$ cat src/rtl/tqvp_htfab_vga_capture.sv
// TinyQV peripheral that grabs a 32x16 monochrome snapshot of a 1-bit VGA stream.
// States: IDLE | no capture; WAIT_VS | waiting for vsync end; LINES | counting/sampling lines; DONE | one-cycle frame-complete
module tqvp_htfab_vga_capture #(
  parameter logic [31:0] DEF_TIMING = 32'h1E30_3393
) (
  input  logic        clk,
  input  logic        rst_n,
  input  logic [7:0]  ui_in,
  output logic [7:0]  uo_out,
  input  logic [5:0]  address,
  input  logic [31:0] data_in,
  input  logic [1:0]  data_write_n,
  input  logic [1:0]  data_read_n,
  output logic [31:0] data_out,
  output logic        data_ready,
  output logic        user_interrupt
);

  typedef enum logic [1:0] {IDLE = 2'd0, WAIT_VS = 2'd1, LINES = 2'd2, DONE = 2'd3} state_t;

  state_t      state_q, state_d;
  logic [2:0]  sync_q;
  logic [31:0] timing_q;
  logic [31:0] rows_q [16];
  logic [31:0] line_buf_q;
  logic [7:0]  line_q;
  logic        started_q;
  logic        capturing_q;
  logic [12:0] next_line_q;
  logic [13:0] hcnt_q;
  logic [13:0] next_col_q;
  logic [4:0]  col_q;
  logic [3:0]  row_idx_q;
  logic        continuous_q;
  logic        done_q;

  logic [7:0]  h_start, h_step, v_start, v_step;
  logic        vs_fall, vs_rise, hs_rise, pixel;
  logic        ctrl_wr, timing_wr, clr;
  logic        lines_active, col_hit, commit, last_row, cap_next, rd_req;
  logic [31:0] commit_data;
  logic [7:0]  line_next;
  logic [12:0] next_line_eff;
  logic [7:0]  status;
  logic        unused_ok;

  assign h_start = timing_q[7:0];
  assign h_step  = (timing_q[15:8] == 8'd0) ? 8'd1 : timing_q[15:8];
  assign v_start = timing_q[23:16];
  assign v_step  = (timing_q[31:24] == 8'd0) ? 8'd1 : timing_q[31:24];

  assign vs_fall = sync_q[2] & ~ui_in[2];
  assign vs_rise = ~sync_q[2] & ui_in[2];
  assign hs_rise = ~sync_q[1] & ui_in[1];
  assign pixel   = sync_q[0];

  assign ctrl_wr   = (data_write_n == 2'b00);
  assign timing_wr = (data_write_n == 2'b10);
  assign clr       = ctrl_wr & (data_in[0] | data_in[2]);

  assign lines_active = (state_q == LINES) && !vs_fall;
  assign col_hit      = lines_active && capturing_q && (hcnt_q == next_col_q);
  assign commit       = lines_active && capturing_q && ((col_hit && col_q == 5'd31) || hs_rise);
  assign last_row     = commit && (row_idx_q == 4'd15);
  assign commit_data  = col_hit ? (line_buf_q | ({31'b0, pixel} << col_q)) : line_buf_q;

  // The first hs_rise of a frame opens line 0; later ones advance, saturating at 255.
  assign line_next     = !started_q ? 8'd0 : (line_q == 8'hFF) ? line_q : line_q + 8'd1;
  assign next_line_eff = commit ? next_line_q + {5'b0, v_step} : next_line_q;
  assign cap_next      = hs_rise && ({5'b0, line_next} == next_line_eff) && !last_row;

  assign status = {row_idx_q, 1'b0, continuous_q, done_q, (state_q != IDLE)};
  assign rd_req = (data_read_n != 2'b11) && !data_ready;

  assign uo_out         = {5'b0, sync_q};
  assign user_interrupt = done_q;
  assign unused_ok      = &{1'b0, ui_in[7:3], address[1:0]};

  always_comb begin
    state_d = state_q;
    case (state_q)
      IDLE:    state_d = IDLE;
      WAIT_VS: if (vs_rise) state_d = LINES;
      LINES: begin
        if (vs_fall)       state_d = WAIT_VS;
        else if (last_row) state_d = DONE;
      end
      DONE:    state_d = continuous_q ? WAIT_VS : IDLE;
      default: state_d = IDLE;
    endcase
    if (ctrl_wr) begin
      if (data_in[0])      state_d = WAIT_VS;
      else if (data_in[3]) state_d = IDLE;
    end
  end

  always_ff @(posedge clk) begin
    if (!rst_n) begin
      state_q      <= IDLE;
      sync_q       <= 3'b0;
      timing_q     <= DEF_TIMING;
      for (int i = 0; i < 16; i++) rows_q[i] <= 32'b0;
      line_buf_q   <= 32'b0;
      line_q       <= 8'd0;
      started_q    <= 1'b0;
      capturing_q  <= 1'b0;
      next_line_q  <= 13'd0;
      hcnt_q       <= 14'd0;
      next_col_q   <= 14'd0;
      col_q        <= 5'd0;
      row_idx_q    <= 4'd0;
      continuous_q <= 1'b0;
      done_q       <= 1'b0;
      data_out     <= 32'b0;
      data_ready   <= 1'b0;
    end else begin
      state_q <= state_d;
      sync_q  <= ui_in[2:0];

      if (timing_wr) timing_q <= data_in;
      if (ctrl_wr) continuous_q <= data_in[1];
      // A clearing control write beats the DONE-cycle set.
      if (clr)                    done_q <= 1'b0;
      else if (state_q == DONE)   done_q <= 1'b1;

      if (hs_rise)                 hcnt_q <= 14'd0;
      else if (hcnt_q != 14'h3FFF) hcnt_q <= hcnt_q + 14'd1;

      if (state_q == WAIT_VS && vs_rise) begin
        line_q      <= 8'd0;
        started_q   <= 1'b0;
        capturing_q <= 1'b0;
        row_idx_q   <= 4'd0;
        next_line_q <= {5'b0, v_start};
      end else if (lines_active) begin
        if (commit) begin
          rows_q[row_idx_q] <= commit_data;
          row_idx_q         <= row_idx_q + 4'd1;
          next_line_q       <= next_line_eff;
          capturing_q       <= 1'b0;
        end
        if (col_hit) begin
          line_buf_q[col_q] <= pixel;
          col_q             <= col_q + 5'd1;
          next_col_q        <= next_col_q + {6'b0, h_step};
        end
        if (hs_rise) begin
          started_q   <= 1'b1;
          line_q      <= line_next;
          capturing_q <= cap_next;
          line_buf_q  <= 32'b0;
          col_q       <= 5'd0;
          next_col_q  <= {6'b0, h_start};
        end
      end

      if (rd_req) begin
        data_ready <= 1'b1;
        data_out   <= (data_read_n == 2'b10) ? rows_q[address[5:2]] : {24'b0, status};
      end else begin
        data_ready <= 1'b0;
      end
    end
  end

endmodule
$ cat config.mk
export PLATFORM = sky130hd
export DESIGN_NAME = tqvp_htfab_vga_capture
export DESIGN_NICKNAME = d
export VERILOG_FILES = /design/src/rtl/tqvp_htfab_vga_capture.sv
export SDC_FILE = /design/constraint.sdc
export NUM_CORES = 1
export LEC_CHECK = 0
export ABC_CLOCK_PERIOD_IN_PS = 5050
export BUFFER_PORTS_ARGS = -buffer_cell sky130_fd_sc_hd__buf_2
export CORE_MARGIN = 4
export CORE_UTILIZATION = 48
export CTS_BUF_LIST = sky130_fd_sc_hd__clkbuf_8 sky130_fd_sc_hd__clkbuf_16
export CTS_CLUSTER_SIZE = 40
export DETAILED_ROUTE_END_ITERATION = 8
export HOLD_SLACK_MARGIN = 0.12
export PLACE_DENSITY = 0.7
export SLEW_MARGIN = 20
export SYNTH_ARGS = -nofsm -noshare
export SYNTH_HDL_FRONTEND = slang
export SYNTH_SLANG_ARGS = --single-unit
$ cat constraint.sdc
create_clock -name clk -period 5.05 [get_ports clk]
set_input_delay 0.7575 -clock clk [delete_from_list [all_inputs] [get_ports clk]]
set_output_delay 0.7575 -clock clk [all_outputs]
set_load 0.005 [all_outputs]
==> impl_metrics.tcl <==
set metrics [dict create \
    status "finished clean" \
    min_period_over_period_pct 82.45 \
    cts_tree "built" \
    layout-drive-gt1-share_pct 18.92 \
    cp-end-kind "register" \
    die_w_um 257.8 \
    critPathKind "reg -> reg" \
    clockRootBuffer "clkbuf_16" \
    nNetsFinal 2470 \
    final_max_slew_viol_count 0 \
    setup_viol 0 \
    finalHoldViolations 0 \
    worst_pin_slew_ps 1173 \
    routedWlPerCell_um 23.77 \
    fin_crit_ps 4164 \
    postRouteAntennaNets 0 \
    vias 19490 \
    area_growth_pct 12.60 \
    synth_warnings 0 \
    finalWorstSetupSlack_ps 886.4 \
    max_freq_ghz 0.2402 \
    syn_area_um2 29960 \
    grt_max_degree 62 \
    synthCells 2349 \
    critPathBufInv 1 \
    post-route-util_pct 54.66 \
    rsz0062_at_grt "no" \
    port_buffers 81 \
    async_flop_share_pct 0 \
    post-cts-setup-buffers 0 \
    drt_iter0_markers 2267 \
    drt_pass1_iterations 7 \
    finalSetupTns_ps 0 \
    cp_num_cells 11 \
    die_h_um 257.8 \
    max_cap_viol_count 0 \
    crit_slowest_cell "ha_1" \
    grt_pass1_vias 19850 \
    path_cells "ha_1 > and3_1 > ha_1 > nand3_1 > or4_4 > a21oi_4 > nand3_4 > nor3b_4 > nand2_2 > nand2_2 > buf_4" \
    start_util_pct 48.55 \
    crit_family "simple AND/OR/NAND/NOR gates" \
    dp_slack_ps 924.7 \
    ys_seq_elements 676 \
    clk_pin_slew_ps 60 \
    vdd_drop_max_uv 226.4 \
    critPathRequiredTime_ps 5310 \
    synthTopCellsByArea "edfxtp_1 (51%), mux4_2 (12%), dfxtp_1 (11%)" \
    syn_area_per_cell_um2 12.75 \
    fin_worst_skew_ps 28.04 \
    insertedDiodeCount 0 \
    clkLatencyLatePin_ps 620 \
    crit_fanout 21 \
    clockBufferDepth 3 \
    rr_worst_depth 11 \
    cpPeakStageDelay_ps 480 \
    grt_pass1_wl_mm 118.1 \
    vias_per_cell 5.936 \
    hold_path_class "in -> reg" \
    die_area_um2 66470 \
    rows 91 \
    leakage_nw 11.30 \
    routabilityCongestion 0.8651 \
    critPathLaunchType "register" \
    cts-resized-gates 0 \
    cts_buffers 73 \
    finalPower_mw 12.25 \
    grt_util_all_layers_pct 23.42 \
    holdPathStages 3 \
    drc_errors 0 \
    maxSlewHeadroom_pct 21.82 \
    power.density_nw_per_um2 363.0 \
    yosysTopAreaCellShare_pct 51.32 \
    timing.hold.ws_ps 372.3 \
    grt_overflow 0 \
    synth-main-ff-cell "edfxtp_1" \
    clkSinkCount 676 \
    ios 94 \
    h-tree-depth 3 \
    arrival_ps 4420 \
    post-dp-hpwl_mm 47.55 \
    ys_seq_area_share_pct 62.28 \
    reg2reg_slack_ps 890 \
    antenna_found_initial 0 \
    coreArea_um2 61710 \
    synth_edf_count 512 \
    yosysTopAreaCell "edfxtp_1" \
    ctsHoldBuffers 0 \
    synth_cell_types 70 \
    drt-total-wl_mm 78.07 \
]
-- worst min-delay path: stages --
cell	delay, ps
buf_2	70
nand2_1	40
nand3_1	60
-- cell usage in the layout, fill, tap and decap left out, types with 15 or more instances in the layout --
cell       Yosys  routed
nand3_1       66      66
clkbuf_16      0      74
nand2_1      147     131
a22oi_1       27      27
ha_1          27      27
o21ai_0       34      34
xor2_1        23      23
dfxtp_1      164     164
a21oi_1       55      44
xnor2_1       35      35
edfxtp_1     512     512
nor2_1       624     622
buf_2         31      78
mux4_2       160     160
inv_1         21      46
a21boi_0      22      22
nor3_1        15      15
mux2i_1       35      35
nor2b_1       37      36
nand2_2        8      23
buf_4          5      57
-- stage by stage --
step,cell area [um2],instances
finish,33730,3284
detailed placement,31380,3151
global placement,31370,3151
CTS,33720,3284
global route,33730,3284
floorplan,29970,2353
-- worst paths after layout --
| path | startpoint | to |
|---|---|---|
| max | col_q[0]$_SDFFE_PN0P_ | rows_q[5][6]$_SDFFCE_PN0P_ |
| min | data_in[26] | timing_q[26]$_SDFFE_PN1N_ |
| max reg2reg | col_q[0]$_SDFFE_PN0P_ | rows_q[5][6]$_SDFFCE_PN0P_ |
| min reg2reg | timing_q[22]$_SDFFE_PN0N_ | timing_q[22]$_SDFFE_PN0N_ |
-- logic make-up after synthesis --
group | Yosys count | synth area share, %
AND/OR/NAND/NOR | 961 | 13.51
adder cells (fa/ha/maj) | 29 | 1.261
flip-flops | 676 | 62.28
multiplexers | 196 | 13.24
XOR/XNOR | 58 | 1.696
AO/OA/AOI/OAI | 217 | 4.874
buffers and inverters | 211 | 3.137
other | 1 | 0.01252
-- cell usage after synthesis, types with 27 or more instances --
library cell    n
a21oi_1        55
a22oi_1        27
buf_2          31
clkbuf_1      125
dfxtp_1       164
edfxtp_1      512
ha_1           27
mux2i_1        35
mux4_2        160
nand2_1       147
nand3_1        66
nor2_1        624
nor2b_1        37
o21ai_0        34
xnor2_1        35
-- layer usage --
metal | vias up | global-route usage (%) | wire length [um]
met5 | - | 0 | 0
met4 | 0 | 8.515 | 2468
met1 | 9772 | 30.59 | 29320
li1 | 8571 | - | -
met3 | 159 | 5.972 | 8674
met2 | 992 | 38.32 | 37600
-- where the power goes --
group          internal [mW]  switching, mW  leakage, nW  total (mW)
combinational          0.329          0.413         3.86       0.743
clock                   3.08           2.15         1.24        5.22
sequential              6.20         0.0808         6.20        6.28
total                   9.61           2.64         11.3        12.2
-- final cells by class --
type | instances | area [um2]
fillers | 4945 | 27980
flip-flops and latches | 676 | 18660
multi-input cells | 1466 | 10490
clock buffers | 78 | 1907
repair buffers | 150 | 1112
well taps | 837 | 1047
clock inverters | 55 | 436.7
inverters | 22 | 82.58
-- registers in the layout, summed over array words and instances, names as in the netlist --
| name | cells |
|---|---|
| rows_q | 512 |
| data_out | 32 |
| line_buf_q | 32 |
| timing_q | 32 |
| hcnt_q | 14 |
| next_col_q | 14 |
| next_line_q | 13 |
| line_q | 8 |
| col_q | 5 |
| row_idx_q | 4 |
| sync_q | 3 |
| state_q | 2 |
| capturing_q | 1 |
| continuous_q | 1 |
| data_ready | 1 |
| started_q | 1 |
| user_interrupt | 1 |
No activity file was read; power rests on OpenSTA's default activity.
